===== src/rtl/bus_arbiter_rr2.sv =====
// Two-master, one-slave bus arbiter: captures strobes into per-master slots,
// grants the slave round-robin (or fixed priority) and sequences each access.
module bus_arbiter_rr2 #(
  parameter int unsigned READ_LAT   = 1,
  parameter bit          FIXED_PRIO = 1'b0
) (
  input  logic        clk,
  input  logic        resetn,
  input  logic [31:0] m0_addr,
  input  logic [31:0] m0_wdata,
  input  logic [3:0]  m0_wmask,
  input  logic        m0_rstrb,
  output logic [31:0] m0_rdata,
  output logic        m0_rbusy,
  output logic        m0_wbusy,
  input  logic [31:0] m1_addr,
  input  logic [31:0] m1_wdata,
  input  logic [3:0]  m1_wmask,
  input  logic        m1_rstrb,
  output logic [31:0] m1_rdata,
  output logic        m1_rbusy,
  output logic        m1_wbusy,
  output logic [31:0] s_addr,
  output logic [31:0] s_wdata,
  output logic [3:0]  s_wmask,
  output logic        s_rstrb,
  input  logic [31:0] s_rdata,
  output logic        grant
);

  localparam int unsigned AW = 32;
  localparam int unsigned DW = 32;
  localparam int unsigned MW = 4;
  localparam int unsigned CW = 3;
  localparam int unsigned NM = 2;

  typedef struct packed {
    logic [AW-1:0] addr;
    logic [DW-1:0] wdata;
    logic [MW-1:0] wmask;
  } req_t;

  typedef enum logic [1:0] {S_IDLE, S_ISSUE, S_WAIT} state_t;

  req_t          m_req [NM];
  logic [NM-1:0] m_wr;
  logic [NM-1:0] m_rd;
  logic [NM-1:0] pend;

  state_t        state_q, state_d;
  req_t          slot_q [NM];
  req_t          slot_d [NM];
  logic [NM-1:0] rbusy_q, rbusy_d;
  logic [NM-1:0] wbusy_q, wbusy_d;
  logic [DW-1:0] rdata_q [NM];
  logic [DW-1:0] rdata_d [NM];
  logic          gnt_q, gnt_d;
  logic          last_q, last_d;
  logic [CW-1:0] cnt_q, cnt_d;
  logic [AW-1:0] s_addr_q, s_addr_d;
  logic [DW-1:0] s_wdata_q, s_wdata_d;
  logic [MW-1:0] s_wmask_q, s_wmask_d;
  logic          s_rstrb_q, s_rstrb_d;
  logic          pick;

  assign m_req[0] = {m0_addr, m0_wdata, m0_wmask};
  assign m_req[1] = {m1_addr, m1_wdata, m1_wmask};
  assign m_wr     = {|m1_wmask, |m0_wmask};
  assign m_rd     = {m1_rstrb, m0_rstrb};
  assign pend     = rbusy_q | wbusy_q;

  // Slot capture, arbitration and transaction sequencing
  always_comb begin
    state_d   = state_q;
    slot_d    = slot_q;
    rbusy_d   = rbusy_q;
    wbusy_d   = wbusy_q;
    rdata_d   = rdata_q;
    gnt_d     = gnt_q;
    last_d    = last_q;
    cnt_d     = cnt_q;
    s_addr_d  = s_addr_q;
    s_wdata_d = s_wdata_q;
    s_wmask_d = '0;
    s_rstrb_d = 1'b0;
    pick      = 1'b0;

    // A write wins over a coincident read; strobes into an occupied slot are dropped
    for (int i = 0; i < int'(NM); i++) begin
      if (!pend[i]) begin
        if (m_wr[i]) begin
          slot_d[i]  = m_req[i];
          wbusy_d[i] = 1'b1;
        end else if (m_rd[i]) begin
          slot_d[i]  = m_req[i];
          rbusy_d[i] = 1'b1;
        end
      end
    end

    case (state_q)
      S_IDLE: begin
        if (|pend) begin
          if (&pend) pick = FIXED_PRIO ? 1'b0 : ~last_q;
          else       pick = pend[1];
          gnt_d     = pick;
          last_d    = pick;
          s_addr_d  = slot_q[pick].addr;
          s_wdata_d = slot_q[pick].wdata;
          if (wbusy_q[pick]) s_wmask_d = slot_q[pick].wmask;
          else               s_rstrb_d = 1'b1;
          state_d   = S_ISSUE;
        end
      end
      S_ISSUE: begin
        if (wbusy_q[gnt_q]) begin
          wbusy_d[gnt_q] = 1'b0;
          state_d        = S_IDLE;
        end else begin
          cnt_d   = CW'(READ_LAT);
          state_d = S_WAIT;
        end
      end
      S_WAIT: begin
        cnt_d = cnt_q - CW'(1);
        if (cnt_q == CW'(1)) begin
          rdata_d[gnt_q] = s_rdata;
          rbusy_d[gnt_q] = 1'b0;
          state_d        = S_IDLE;
        end
      end
      default: state_d = S_IDLE;
    endcase
  end

  always_ff @(posedge clk or negedge resetn) begin
    if (!resetn) begin
      state_q   <= S_IDLE;
      for (int i = 0; i < int'(NM); i++) begin
        slot_q[i]  <= '0;
        rdata_q[i] <= '0;
      end
      rbusy_q   <= '0;
      wbusy_q   <= '0;
      gnt_q     <= 1'b0;
      last_q    <= 1'b1;
      cnt_q     <= '0;
      s_addr_q  <= '0;
      s_wdata_q <= '0;
      s_wmask_q <= '0;
      s_rstrb_q <= 1'b0;
    end else begin
      state_q   <= state_d;
      slot_q    <= slot_d;
      rdata_q   <= rdata_d;
      rbusy_q   <= rbusy_d;
      wbusy_q   <= wbusy_d;
      gnt_q     <= gnt_d;
      last_q    <= last_d;
      cnt_q     <= cnt_d;
      s_addr_q  <= s_addr_d;
      s_wdata_q <= s_wdata_d;
      s_wmask_q <= s_wmask_d;
      s_rstrb_q <= s_rstrb_d;
    end
  end

  assign m0_rdata = rdata_q[0];
  assign m1_rdata = rdata_q[1];
  assign m0_rbusy = rbusy_q[0];
  assign m1_rbusy = rbusy_q[1];
  assign m0_wbusy = wbusy_q[0];
  assign m1_wbusy = wbusy_q[1];
  assign s_addr   = s_addr_q;
  assign s_wdata  = s_wdata_q;
  assign s_wmask  = s_wmask_q;
  assign s_rstrb  = s_rstrb_q;
  assign grant    = gnt_q;

endmodule

===== config.mk =====
export PLATFORM = sky130hd
export DESIGN_NAME = bus_arbiter_rr2
export DESIGN_NICKNAME = d
export VERILOG_FILES = /design/src/rtl/bus_arbiter_rr2.sv
export SDC_FILE = /design/constraint.sdc
export NUM_CORES = 1
export LEC_CHECK = 0
export BUFFER_PORTS_ARGS = -buffer_cell sky130_fd_sc_hd__buf_4
export CELL_PAD_IN_SITES_DETAIL_PLACEMENT = 1
export CELL_PAD_IN_SITES_GLOBAL_PLACEMENT = 1
export CORE_ASPECT_RATIO = 0.5
export CORE_UTILIZATION = 35
export CTS_CLUSTER_DIAMETER = 40
export DETAILED_ROUTE_END_ITERATION = 8
export PLACE_DENSITY = 0.73
export SYNTH_ARGS = -nofsm -noshare
export SYNTH_HDL_FRONTEND = slang
export SYNTH_SLANG_ARGS = --single-unit

===== constraint.sdc =====
create_clock -name clk -period 2.25 [get_ports clk]
set_input_delay 0 -clock clk [delete_from_list [all_inputs] [get_ports clk]]
set_output_delay 0 -clock clk [all_outputs]
set_load 0.05 [all_outputs]

# After elaboration in Yosys (flattened, before gate mapping)
# Index checks and enable logic that the tools add are counted.
[word_totals] reg_bits=280 inputBits=172 output_inout_bits=138 wordCells=101
[classes] n_addsub=1 magnitude_cmp=6 eq_ne=6 n_mux=45 n_bitwise=9 reduce_logical=16
[op_table] op="$mux W68" n=7
[op_table] op="$bwmux W64" n=1
[op_table] op="$demux W32 S1" n=1
[op_table] op="$mux W32" n=1
[op_table] op="$mux W1" n=21
[op_table] op="$mux W2" n=7
[op_table] op="$reduce_and A2 Y1" n=7
[op_table] op="$mux W4" n=3
[op_table] op="$reduce_or A4 Y1" n=2
[op_table] op="$ne A2 B2 Y1 const B" n=3
[op_table] op="$pmux W2 S3" n=1
[op_table] op="$pmux W3 S2" n=1
[op_table] op="$reduce_bool A2 Y1" n=3
[op_table] op="$and A2 B2 Y2" n=2
[op_table] op="$ge A2 B2 Y1 const B" n=2
[op_table] op="$lt A1 B2 Y1 const B" n=2
[op_table] op="$not A1 Y2" n=2
[op_table] op="$eq A3 B1 Y1 const B" n=1
[op_table] op="$mux W3" n=1
[op_table] op="$not A1 Y1" n=3
[op_table] op="$sub A3 B1 Y3 const B" n=1
[op_table] op="$eq A2 B1 Y1 const B" n=1
[op_table] op="$eq A2 B2 Y1 const B" n=1
[op_table] op="$logic_and A1 B1 Y1" n=2
[op_table] op="other kinds (7)" n=7

# Depth between registers and ports, before layout
[logic_depth] ltp_word=12 ltp_mapped=7 mapped_depth_nobuf=5

# Worst setup path after synthesis
# No wires, ideal clock.
[synth_path] kind="flip-flop to flip-flop" startpoint="register wbusy_q[0]" endpoint="register s_addr_q[0], in the netlist s_addr[0]" setup_time_ps=141 t_arrival_ps=1778 required_time_ps=2109 slack_ps=331 path_stages_with_launch=7 path_buffers=3 synth_period_minus_slack_ps=1919 path_cell_list="dfrtp_1 buf_4 or4_4 buf_2 buf_2 a21oi_1 a31oi_1"
[synth_between] elab_chain_len=9 word_cells_on_any_way=11 classes_between="mux: 6; bitwise: 2; reduce/logical: 3"
[synth_lines] item="start, declared" line="54" source="logic [NM-1:0] wbusy_q, wbusy_d;"
[synth_lines] item="start signal, assigned" line="157" source="wbusy_q <= wbusy_d;"
[synth_lines] item="$or A2 B2 Y2 (*)" line="70" source="assign pend = rbusy_q | wbusy_q;"
[synth_lines] item="$reduce_and A2 Y1" line="104" source="if (&pend) pick = FIXED_PRIO ? 1'b0 : ~last_q;"
[synth_lines] item="$mux W1" line="104"
[synth_lines] item="$mux W1" line="103" source="if (|pend) begin"
[synth_lines] item="$mux W1" line="101" source="case (state_q)"
[synth_lines] item="$not A1 Y2 (not written as such)" line="108" source="s_addr_d = slot_q[pick].addr;"
[synth_lines] item="$mux W68 (3 in series)"
[synth_lines] item="end signal, assigned" line="161" source="s_addr_q <= s_addr_d;"
[synth_lines] item="end, declared" line="60" source="logic [AW-1:0] s_addr_q, s_addr_d;"
# Every way passes the cells marked *; elsewhere a longest branch is shown, timed or not. The select of a mux whose other input is x is not followed.
# A chain may end at the register's enable or synchronous reset.

# Final worst setup path
[layout_path] startpoint="register rbusy_q[1]" endpoint="register s_wdata_q[4], in the netlist s_wdata[4]"
[layout_between] elab_chain_len=9 word_cells_on_any_way=11 classes_between="mux: 6; bitwise: 2; reduce/logical: 3"
[layout_lines] item="start, declared" line="53" source="logic [NM-1:0] rbusy_q, rbusy_d;"
[layout_lines] item="start signal, assigned" line="156" source="rbusy_q <= rbusy_d;"
[layout_lines] item="$or A2 B2 Y2 (*)" line="70"
[layout_lines] item="$reduce_and A2 Y1" line="104"
[layout_lines] item="$mux W1" line="104"
[layout_lines] item="$mux W1" line="103"
[layout_lines] item="$mux W1" line="101"
[layout_lines] item="$not A1 Y2 (not written as such)" line="109" source="s_wdata_d = slot_q[pick].wdata;"
[layout_lines] item="$mux W68 (3 in series)"
[layout_lines] item="end signal, assigned" line="162" source="s_wdata_q <= s_wdata_d;"
[layout_lines] item="end, declared" line="61" source="logic [DW-1:0] s_wdata_q, s_wdata_d;"
# Marked as above.

==> flow_summary.yaml <==
detailed_routing:
  wl_per_cell_um: 23.41
  firstDrtPassIters: 5
  drt-total-wl_um: 42340
  post-route-drc-count: 0
  postRouteAntennaNets: 0
  viasPerCell: 5.302
  drt_iter0_markers: 549
  num_vias: 9591
placed_design:
  io_buffers: 309
  gp_congestion: 0.7964
  hpwl_um: 25010
outcome:
  status: "complete, no violations"
global_route:
  grt_pass1_wl_um: 64480
  grt_pass1_vias: 10900
  grt_max_degree: 72
  grt_util_met3_pct: 3.283
  grt-busiest-layer: "met2"
  use_met2_pct: 46.02
  gr-usage-all-layers_pct: 24.92
  gr-total-overflow: 0
  use_met1_pct: 28.67
  antenna_found_initial: 3
critical_path:
  critPathLaunchType: "flop"
  critPathSlowestCell: "or4_4"
  cp_slowest_stage_delay_ns: 0.74
  r2r_setup_slack_ns: 0.11
  rr_endpoint: "s_wdata[4]$_DFFE_PN0P_"
  r2r-start: "rbusy_q[1]$_DFF_PN0_"
  critPathMaxFanout: 35
  worstSetupPathType: "reg2reg"
  crit_path_end_kind: "flop"
  path_cells: "or4_4, nand2_2, inv_2, buf_4, a31oi_1"
  r2r.worst_path.cells: 5
  required_ns: 2.67
  crit_arrival_ns: 2.56
clocking:
  h-tree-depth: 2
  clk_pin_slew_worst_paths_ns: 0.08
  cts_sinks: 280
  cts_tree: "done"
  clkLatencyLatePin_ns: 0.53
  cts-root-buf: "clkbuf_16"
  numCtsBuffers: 34
  post_cts_buffers: 0
  cts_buffer_depth: 3
synth:
  synth-warning-count: 0
  synth_area_per_cell_um2: 13.12
  synth_top_area_share_pct: 60.88
  synth_area_leaders: "dfrtp_1 61%, mux2_2 18%, a31oi_1 3.7%"
  syn_area_mm2: 0.01147
  yosysSeqAreaShare_pct: 61.11
  synth_area_leader_cell: "dfrtp_1"
  syn-num-nets: 1048
  synth_seq_cells: 280
  yosys.cell_types.count: 36
  synthCells: 874
die:
  die_y_um: 130.0
  die_area_mm2: 0.03353
  start_util_pct: 35.90
  die_w_um: 258.0
  ios: 310
  num_rows: 46
  core_area_mm2: 0.03194
timing:
  rsz0062_at_grt: "false"
  drv_slew: 0
  hold_slack_ns: 0.02731
  finalHoldViolCount: 0
  post-route-period-util_pct: 95.11
  worst_pin_slew_ns: 0.6604
  setup_viol: 0
  clock_skew_ns: 0.03003
  slew_headroom_pct: 55.86
  fmax_mhz: 467.3
  min_period_ns: 2.140
  fin_setup_tns_ns: 0
pwr:
  total_leakage_power_nw: 7.702
  peakVddDrop_mv: 0.9200
  pwr_density_cell_mw_per_mm2: 1762
cells_and_area:
  drive_gt1_share_pct: 44.50
  final_cell_mix: "331 x buf_4, 279 x dfrtp_1, 180 x mux2_2"
  num-fill-cells: 3250
  final_util_pct: 54.05
  areaGrowthSynthToFinish_pct: 50.57
  nets: 1525
  mostFrequentLayoutCell: "buf_4"
job:
  maxCapViolCount: 0
worst_hold_path:
  hp-class: "in2async"
-- registers in the layout, summed over array words and instances, names as in the netlist --
name      cells
m0_rdata     32
s_addr       32
grant         1
s_wdata      32
m1_rdata     32
slot_q      136
wbusy_q       2
rbusy_q       2
cnt_q         3
s_wmask       4
state_q       2
s_rstrb       1
last_q        1
-- logic make-up after synthesis --
family	synth area share [%]
compound gates	10.65
xor+xnor	0.07639
fa+ha+maj	0.2182
buf+inv	3.492
flops	61.11
mux	20.29
simple gates	4.157
-- critical path, delay by kind of cell (launching register included) --
kind | cells | cell delay (ns)
AO/OA/AOI/OAI | 1 | 0.30
buffers and inverters | 2 | 0.33
AND/OR/NAND/NOR | 2 | 0.94
flip-flops | 1 | 0.46
-- how the worst max path moves through the flow --
stage,slack (ns),end,cells past startpoint,start
floorplan,0.33,s_addr[0]$_DFFE_PN0P_,6,wbusy_q[0]$_DFF_PN0_
global placement,0.37,last_q$_DFFE_PN1P_,5,wbusy_q[1]$_DFF_PN0_
detailed placement,0.24,grant$_DFFE_PN0P_,5,wbusy_q[1]$_DFF_PN0_
CTS,0.23,s_wdata[5]$_DFFE_PN0P_,5,rbusy_q[1]$_DFF_PN0_
global route,0.007,s_wdata[4]$_DFFE_PN0P_,5,rbusy_q[1]$_DFF_PN0_
finish,0.11,s_wdata[4]$_DFFE_PN0P_,5,rbusy_q[1]$_DFF_PN0_
-- timing repair --
item | in CTS | in global routing
setup endpoints to repair | 0 | 2
hold endpoints to repair | 454 | 0
gates resized for setup | 0 | 1
hold buffers | 171 | 0
-- cells in the mapped netlist, drive strengths merged --
library cell  instances
nand2b                3
o21ai                75
nor2                  6
ha                    2
a211oi                1
a2111oi               4
a211o                 2
a31oi                67
mux2                200
or2                   1
a21oi                66
nand3b                1
o21a                  2
clkbuf               35
nand2                 2
nor4                  2
xor2                  1
dfstp                 1
buf                  37
a21o                  1
inv                   8
nor2b                 3
nand3                70
o22ai                 1
or4                   1
o31ai                 1
and3                  2
dfrtp               279
-- metal layers --
metal / routed length [µm] / vias to the layer above
met5: 0 / -
met4: 1887 / 0
met3: 1358 / 117
met2: 22770 / 286
met1: 16330 / 5034
li1: - / 4154
-- power by group --
group | total, mW | internal [mW] | switching (mW)
clock | 5.81 | 3.48 | 2.33
sequential | 9.42 | 7.68 | 1.74
combinational | 15.2 | 5.57 | 9.63
-- cell type report --
type	count	area (µm²)	area share, %
well taps	432	540.5	3.130
diodes	4	10.01	0.05797
clock buffers	39	900.9	5.217
flip-flops and latches	280	7008	40.59
multi-input cells	514	4110	23.80
inverters	8	30.03	0.1739
repair buffers	513	4412	25.55
clock inverters	19	255.2	1.478
-- stage by stage --
stage	setup slack [ns]	power (mW)	cells	cell area (µm²)
after floorplan	0.3311	18.94	874	11470
after global placement	0.3650	23.26	1576	14390
after detailed placement	0.2440	23.87	1576	14390
after CTS	0.2299	29.98	1805	17260
after global routing	0.006618	31.75	1808	17260
final	0.1100	30.43	1809	17270
Power figures use the tool's default switching activity.
